### src/rtl/game_pkg.sv
// Shared constants, state encodings and per-object tables for the diver game sequencer.
package game_pkg;

  localparam int unsigned NUM_OBJ     = 4;
  localparam int unsigned IDX_W       = $clog2(NUM_OBJ);
  localparam int unsigned COORD_W     = 10;
  localparam int unsigned SPEED_W     = 4;
  localparam int unsigned SIZE_W      = 5;
  localparam int unsigned CNT_W       = 4;
  localparam int unsigned COLOR_W     = 12;
  localparam int unsigned LIVES_W     = 2;

  localparam int unsigned BOTTLE_GOAL = 8;
  localparam int unsigned SCR_LEFT    = 144;
  localparam int unsigned SCR_RIGHT   = 784;
  localparam int unsigned DIVER_HALF  = 5;
  localparam int unsigned LIVES_INIT  = 3;

  typedef enum logic [1:0] {
    ST_IDLE = 2'b00,
    ST_PLAY = 2'b01,
    ST_DEAD = 2'b10,
    ST_WIN  = 2'b11
  } game_state_e;

  localparam logic [COLOR_W-1:0] COLOR_IDLE = 12'h000;
  localparam logic [COLOR_W-1:0] COLOR_PLAY = 12'h0FF;
  localparam logic [COLOR_W-1:0] COLOR_DEAD = 12'hFF0;
  localparam logic [COLOR_W-1:0] COLOR_WIN  = 12'h0F0;

  // Element 0 is the rightmost entry of each concatenation.
  localparam logic [NUM_OBJ-1:0][SPEED_W-1:0] SPEED  = {4'd1, 4'd2, 4'd2, 4'd3};
  localparam logic [NUM_OBJ-1:0][SIZE_W-1:0]  HW     = {5'd2, 5'd2, 5'd10, 5'd10};
  localparam logic [NUM_OBJ-1:0][SIZE_W-1:0]  HH     = {5'd4, 5'd4, 5'd5, 5'd5};
  localparam logic [NUM_OBJ-1:0][COORD_W-1:0] INIT_X = {10'd170, 10'd250, 10'd440, 10'd220};
  localparam logic [NUM_OBJ-1:0][COORD_W-1:0] INIT_Y = {10'd200, 10'd440, 10'd330, 10'd135};
  localparam logic [NUM_OBJ-1:0]              IS_SHARK = 4'b0011;

  // Background colour shown for each game state.
  function automatic logic [COLOR_W-1:0] state_color(input game_state_e s);
    case (s)
      ST_PLAY: state_color = COLOR_PLAY;
      ST_DEAD: state_color = COLOR_DEAD;
      ST_WIN:  state_color = COLOR_WIN;
      default: state_color = COLOR_IDLE;
    endcase
  endfunction

endpackage

### src/rtl/game_sequencer_obj_step.sv
// Shared per-object datapath: moves one object left, wraps it, and tests it against the diver box.
module obj_step
  import game_pkg::*;
(
  input  logic [COORD_W-1:0] x_i,
  input  logic [COORD_W-1:0] y_i,
  input  logic [SPEED_W-1:0] speed_i,
  input  logic [SIZE_W-1:0]  hw_i,
  input  logic [SIZE_W-1:0]  hh_i,
  input  logic               vis_i,
  input  logic [COORD_W-1:0] diver_x_i,
  input  logic [COORD_W-1:0] diver_y_i,
  output logic [COORD_W-1:0] nx_o,
  output logic               wrapped_o,
  output logic               hit_o
);

  logic signed [10:0] sub_s;
  logic signed [10:0] dx_s;
  logic signed [10:0] dy_s;
  logic        [10:0] adx;
  logic        [10:0] ady;
  logic        [10:0] lim_x;
  logic        [10:0] lim_y;

  // Move left; anything that would leave the active area respawns at the right edge.
  assign sub_s     = $signed({1'b0, x_i}) - $signed({7'b0, speed_i});
  assign wrapped_o = sub_s < $signed(11'(SCR_LEFT));
  assign nx_o      = wrapped_o ? COORD_W'(SCR_RIGHT) : sub_s[COORD_W-1:0];

  // Box overlap against the new position; a respawning object is visible again.
  assign dx_s  = $signed({1'b0, diver_x_i}) - $signed({1'b0, nx_o});
  assign dy_s  = $signed({1'b0, diver_y_i}) - $signed({1'b0, y_i});
  assign adx   = dx_s[10] ? 11'(-dx_s) : 11'(dx_s);
  assign ady   = dy_s[10] ? 11'(-dy_s) : 11'(dy_s);
  assign lim_x = 11'(DIVER_HALF) + 11'(hw_i);
  assign lim_y = 11'(DIVER_HALF) + 11'(hh_i);
  assign hit_o = (vis_i | wrapped_o) & (adx <= lim_x) & (ady <= lim_y);

endmodule

### src/rtl/game_sequencer.sv
// Per-frame game controller: sequential object sweep, collisions, bottle count and game state.
// Optional macro GAME_LIVES_EN adds a three-life counter and the lives_o port.
module game_sequencer
  import game_pkg::*;
(
  input  logic                       clk,
  input  logic                       rst,
  input  logic                       frame_tick_i,
  input  logic                       start_btn_i,
  input  logic [COORD_W-1:0]         diver_x_i,
  input  logic [COORD_W-1:0]         diver_y_i,
  output logic [NUM_OBJ*COORD_W-1:0] obj_x_o,
  output logic [NUM_OBJ*COORD_W-1:0] obj_y_o,
  output logic [NUM_OBJ-1:0]         obj_vis_o,
  output logic [1:0]                 game_state_o,
  output logic [CNT_W-1:0]           bottle_cnt_o,
  output logic [COLOR_W-1:0]         bg_color_o,
`ifdef GAME_LIVES_EN
  output logic [LIVES_W-1:0]         lives_o,
`endif
  output logic                       busy_o
);

  game_state_e                      state_q;
  logic [NUM_OBJ-1:0][COORD_W-1:0] x_q;
  logic [NUM_OBJ-1:0]              vis_q;
  logic [CNT_W-1:0]                cnt_q;
  logic [CNT_W-1:0]                cnt_d;
  logic [IDX_W-1:0]                idx_q;
  logic                            busy_q;
  logic                            commit_q;
  logic                            hit_q;
  logic                            start_q;
  logic [COLOR_W-1:0]              bg_q;
`ifdef GAME_LIVES_EN
  logic [LIVES_W-1:0]              lives_q;
`endif

  logic                            start_edge;
  logic                            last_obj;
  logic [COORD_W-1:0]              step_nx;
  logic                            step_wrapped;
  logic                            step_hit;

  assign start_edge = start_btn_i & ~start_q;
  assign last_obj   = (idx_q == IDX_W'(NUM_OBJ - 1));
  assign cnt_d      = (cnt_q == CNT_W'(BOTTLE_GOAL)) ? cnt_q : cnt_q + CNT_W'(1);

  // One object per sweep cycle goes through the shared datapath.
  obj_step u_obj_step (
    .x_i       (x_q[idx_q]),
    .y_i       (INIT_Y[idx_q]),
    .speed_i   (SPEED[idx_q]),
    .hw_i      (HW[idx_q]),
    .hh_i      (HH[idx_q]),
    .vis_i     (vis_q[idx_q]),
    .diver_x_i (diver_x_i),
    .diver_y_i (diver_y_i),
    .nx_o      (step_nx),
    .wrapped_o (step_wrapped),
    .hit_o     (step_hit)
  );

  // Game FSM, sweep sequencing and object state.
  always_ff @(posedge clk or posedge rst) begin
    if (rst) begin
      state_q  <= ST_IDLE;
      x_q      <= INIT_X;
      vis_q    <= '1;
      cnt_q    <= '0;
      idx_q    <= '0;
      busy_q   <= 1'b0;
      commit_q <= 1'b0;
      hit_q    <= 1'b0;
      start_q  <= 1'b0;
      bg_q     <= COLOR_IDLE;
`ifdef GAME_LIVES_EN
      lives_q  <= LIVES_W'(LIVES_INIT);
`endif
    end else begin
      start_q <= start_btn_i;
      bg_q    <= state_color(state_q);
      case (state_q)
        ST_IDLE: begin
          if (start_edge) state_q <= ST_PLAY;
        end
        ST_PLAY: begin
          if (busy_q) begin
            x_q[idx_q] <= step_nx;
            if (step_wrapped) vis_q[idx_q] <= 1'b1;
            if (step_hit) begin
              if (IS_SHARK[idx_q]) begin
                hit_q <= 1'b1;
`ifdef GAME_LIVES_EN
                x_q[idx_q] <= COORD_W'(SCR_RIGHT);
`endif
              end else begin
                vis_q[idx_q] <= 1'b0;
                cnt_q        <= cnt_d;
              end
            end
            if (last_obj) begin
              busy_q   <= 1'b0;
              commit_q <= 1'b1;
              idx_q    <= '0;
            end else begin
              idx_q <= idx_q + IDX_W'(1);
            end
          end else if (commit_q) begin
            // A tick landing on the commit cycle is dropped so the state settles first.
            commit_q <= 1'b0;
            hit_q    <= 1'b0;
            if (hit_q) begin
`ifdef GAME_LIVES_EN
              if (lives_q == LIVES_W'(1)) begin
                lives_q <= '0;
                state_q <= ST_DEAD;
              end else begin
                lives_q <= lives_q - LIVES_W'(1);
              end
`else
              state_q <= ST_DEAD;
`endif
            end else if (cnt_q == CNT_W'(BOTTLE_GOAL)) begin
              state_q <= ST_WIN;
            end
          end else if (frame_tick_i) begin
            busy_q <= 1'b1;
            idx_q  <= '0;
          end
        end
        default: begin
          // DEAD or WIN: restart reloads the playfield.
          if (start_edge) begin
            state_q <= ST_IDLE;
            x_q     <= INIT_X;
            vis_q   <= '1;
            cnt_q   <= '0;
`ifdef GAME_LIVES_EN
            lives_q <= LIVES_W'(LIVES_INIT);
`endif
          end
        end
      endcase
    end
  end

  assign obj_x_o      = x_q;
  assign obj_y_o      = INIT_Y;
  assign obj_vis_o    = vis_q;
  assign game_state_o = state_q;
  assign bottle_cnt_o = cnt_q;
  assign bg_color_o   = bg_q;
  assign busy_o       = busy_q;
`ifdef GAME_LIVES_EN
  assign lives_o      = lives_q;
`endif

endmodule

### config.mk
export PLATFORM = sky130hd
export DESIGN_NAME = game_sequencer
export DESIGN_NICKNAME = d
export VERILOG_FILES = /design/src/rtl/game_pkg.sv /design/src/rtl/game_sequencer_obj_step.sv /design/src/rtl/game_sequencer.sv
export SDC_FILE = /design/constraint.sdc
export NUM_CORES = 1
export LEC_CHECK = 0
export ABC_AREA = 1
export BUFFER_PORTS_ARGS = -buffer_cell sky130_fd_sc_hd__buf_4
export CAP_MARGIN = 25
export CORE_ASPECT_RATIO = 0.9
export CORE_MARGIN = 2
export CORE_UTILIZATION = 50
export CTS_CLUSTER_SIZE = 28
export DETAILED_ROUTE_END_ITERATION = 16
export GPL_ROUTABILITY_DRIVEN = 0
export PLACE_DENSITY = 0.76
export SETUP_SLACK_MARGIN = 0.5
export SLEW_MARGIN = 20
export SYNTH_ARGS = -nofsm -noshare
export SYNTH_HDL_FRONTEND = slang
export SYNTH_SLANG_ARGS = --single-unit
### constraint.sdc
create_clock -name clk -period 5.35 [get_ports clk]
set_input_delay 0.2675 -clock clk [delete_from_list [all_inputs] [get_ports clk]]
set_output_delay 0.2675 -clock clk [all_outputs]
set_load 0.01 [all_outputs]
==> impl_summary.log <==
INFO  metric rr_worst_depth = 39
INFO  metric cts_num_sinks = between 50 and 60
INFO  metric worst_ep_required_time = around 5.6 ns
INFO  metric worst-path-buf-inv = 9
INFO  metric start_util = about half
INFO  metric clock_input_transition_at_the_sequential_cells_of_the_worst_setup_and_hold_paths = 0.05 ns
INFO  metric tritoncts.num_buffers = 9
INFO  metric tritoncts_clock_tree = done
INFO  metric fraction_of_the_cycle_the_final_worst_path_needs = 95.6%
INFO  metric synthToLayoutAreaGrowth = 28.9%
INFO  metric synth-main-ff-cell = sky130_fd_sc_hd__dfrtp_1
INFO  metric detail_route.wl_per_cell = about 15 µm
INFO  metric fin_worst_skew = 0.00953 ns
INFO  metric asyncSetResetFlopFracSynth = 100%
INFO  metric netlist_instances = between 700 and 800
INFO  metric drt_pass1_iterations = 6
INFO  metric die_width = 113 µm
INFO  metric drt.antenna.violating_nets = 0
INFO  metric worstSkewPairLatency = roughly 0.33 ns
INFO  metric setup_repair_after_global_routing_missed_its_margin = yes
INFO  metric hold_path_end = start_q
INFO  metric ctsLongestPathBuffers = 2
INFO  metric drt-met1-wl = 6640 µm
INFO  metric synth.most_common_cell = sky130_fd_sc_hd__nand2_1
INFO  metric dp_worst_setup_slack = between 0.1 and 0.15 ns
INFO  metric kind_of_cell_with_the_highest_combined_delay_on_the_critical_path = simple AND/OR/NAND/NOR gates
INFO  metric clock_tree.htree_level_count = 3
INFO  metric yosysWarningCount = 0
INFO  metric drive_gt1_share = between 20 and 30%
INFO  metric final_core_util = roughly 66%
INFO  metric hold_buffers = 0
INFO  metric grt_start_max_net_pins = 60
INFO  metric io_buffer_count = 86
INFO  metric dpl.hpwl = roughly 11000 µm
INFO  metric postRouteWirelength = about 16000 µm
INFO  metric post-route-worst-setup-slack = roughly 0.24 ns
INFO  metric yosys-top-cells-count = sky130_fd_sc_hd__nand2_1 (239), sky130_fd_sc_hd__inv_1 (101), sky130_fd_sc_hd__nand3_1 (67)
INFO  metric synth-edff-count = 0
INFO  metric netlist_area = ~5300 µm²
INFO  metric routed_via_density = approximately 5.3
INFO  metric critPathSlowestCell = sky130_fd_sc_hd__dfrtp_2
INFO  metric vias_in_the_first_global_route = about 4900
INFO  metric grt_first_pass_wirelength = 23600 µm
INFO  metric nNetsFinal = about 970
INFO  metric finalCriticalPeriod = 5.11 ns
INFO  metric die_height = 102 µm
INFO  metric setup_viol_count_final = 0
INFO  metric rrSetupSlack = between 0.2 and 0.25 ns
INFO  metric first_iter_violations = ~570
INFO  metric crit_path_start_kind = register
INFO  metric r2r-start = idx_q[0]
INFO  metric cell_repeated_most_along_the_worst_path = sky130_fd_sc_hd__buf_4
INFO  metric grt_antenna_before_repair = 0
INFO  metric ys_ff_latch = between 50 and 60
INFO  metric yosysUniqueCellTypes = 44
INFO  metric post-route-drc-count = 0
INFO  metric critPathKind = reg2reg
INFO  metric critical_path.max_stage_delay = 0.44 ns
INFO  metric timing.max_cap.violations = 0
INFO  metric hp-class = in2reg
INFO  metric floorplan.die_area = approximately 11000 µm²
INFO  metric row_count = 35
INFO  metric yosys-top-cells-area = sky130_fd_sc_hd__nand2_1 (17%), sky130_fd_sc_hd__dfrtp_1 (17%), sky130_fd_sc_hd__dfstp_2 (12%)
INFO  metric max_slew_margin = between 50% and 60%
INFO  metric clockRootBuffer = sky130_fd_sc_hd__clkbuf_16
INFO  metric global_route.usage.total = approximately a quarter
INFO  metric fillCellCount = 862
INFO  metric post-synth-top-area-fraction = approximately 17%
INFO  metric hp-start = start_btn_i
INFO  metric cp_data_arrival_time = 5.33 ns
INFO  metric core_area = between 10000 and 15000 µm²
INFO  metric routed.top_layer = met4
INFO  metric critical_path.endpoint_type = register
INFO  metric grt_remaining_overflow = 0
INFO  metric vias = around 5500
INFO  metric dpl.cell_count = around 990
INFO  metric hold_violations = 0
INFO  metric syn_avg_cell_area = about 6.7 µm²
INFO  metric synth_top_area_cell = sky130_fd_sc_hd__nand2_1
INFO  metric hold_path_depth = 1
INFO  metric final_report_max_slew_violation_count = 0
INFO  metric timing.rr.end = bottle_cnt_o[2]
INFO  metric run_status = finished, final reports clean
INFO  metric tightest_slew = slightly above 0.7 ns
INFO  metric wl_met3 = about 1400 µm
INFO  metric sequential_element_share_of_the_synthesized_area = between 20% and 30%
INFO  metric worst-path-max-fanout = 8
INFO  metric clock.fmax = slightly below 200 MHz
INFO  metric number_of_cells_in_the_finished_layout_apart_from_fillers = 1039
INFO  metric timing.setup.tns = 0 ns
INFO  metric io_pins = about 130
INFO  metric antenna_cells = 0
INFO  metric setup.worst_path.start = idx_q[0]
INFO  metric met2WireLength = 7230 µm
-- registers in the layout, summed over array words and instances, names as in the netlist --
signal        count
bg_color_o        3
bottle_cnt_o      4
busy_o            1
commit_q          1
game_state_o      2
hit_q             1
idx_q             2
obj_vis_o         4
obj_x_o          40
start_q           1
-- worst max-delay path by stage --
stage          depth (start not counted)  slack (ns)               to
2_1_floorplan                         40        0.47  bottle_cnt_o[0]
3_3_place_gp                          38        0.24  bottle_cnt_o[0]
3_5_place_dp                          37        0.15  bottle_cnt_o[2]
4_1_cts                               37        0.43  bottle_cnt_o[2]
5_1_grt                               36       -0.02  bottle_cnt_o[0]
6_report                              39        0.24  bottle_cnt_o[2]
-- worst register-to-register path, delay by kind of cell (launching register included) --
family	cells	cell delay, ns
AND/OR/NAND/NOR	24	2.16
buffers and inverters	9	1.03
adder cells (fa/ha/maj)	3	0.73
flip-flops	1	0.44
XOR/XNOR	1	0.34
AO/OA/AOI/OAI	2	0.30
-- logic make-up (layout without fill, tap and decap cells) --
group	after synthesis	count (layout)	synth area share [%]
adder cells (fa/ha/maj)	36	36	8.93
buffers and inverters	170	255	16.0
XOR/XNOR	9	9	1.49
AND/OR/NAND/NOR	413	413	34.1
flip-flops	59	59	28.4
AO/OA/AOI/OAI	98	98	10.9
other	2	40	0.142
-- layout make-up --
cell class              instances  area (µm²)  share of cell area (%)
clock inverters                 6        88.8                    1.30
repair buffers                129        1010                    14.7
well taps                     129         161                    2.36
clock buffers                  10         229                    3.35
inverters                     110         433                    6.34
multi-input cells             596        3410                    49.8
flip-flops and latches         59        1510                    22.1
-- layer usage --
metal	vias to the layer above	GRT usage (%)
met3	39	5.15
met5	-	0
met2	285	40.9
met4	0	9.66
met1	2558	34.9
li1	2667	-
-- placed cells by master (no fill, tap or decap), types with 24 or more instances in the layout --
master / n
sky130_fd_sc_hd__conb_1: 40
sky130_fd_sc_hd__o21ai_0: 33
sky130_fd_sc_hd__buf_4: 127
sky130_fd_sc_hd__nand3_1: 61
sky130_fd_sc_hd__ha_1: 25
sky130_fd_sc_hd__inv_1: 93
sky130_fd_sc_hd__dfstp_2: 24
sky130_fd_sc_hd__nor2_1: 48
sky130_fd_sc_hd__dfrtp_1: 33
sky130_fd_sc_hd__nand2_1: 223
sky130_fd_sc_hd__a21oi_1: 24
-- through the flow --
stage	instance area, µm²	hold slack, ns
final	6830	0.0577
after global routing	6830	0.0512
after CTS	6630	0.0546
after detailed placement	5970	0.390
after global placement	5970	0.387
after floorplan	5540	0.299
-- timing repair --
action / CTS / global route
setup buffers: 23 / 10
gates resized for setup: 36 / 31
hold endpoints to repair: 0 / 0
cloned: 1 / 0
setup endpoints to repair: 9 / 9
pin swaps: 32 / 29
Power is left out: the tool's default activity adds up to more than one toggle a clock period on the data nets, which glitch-free logic cannot reach.
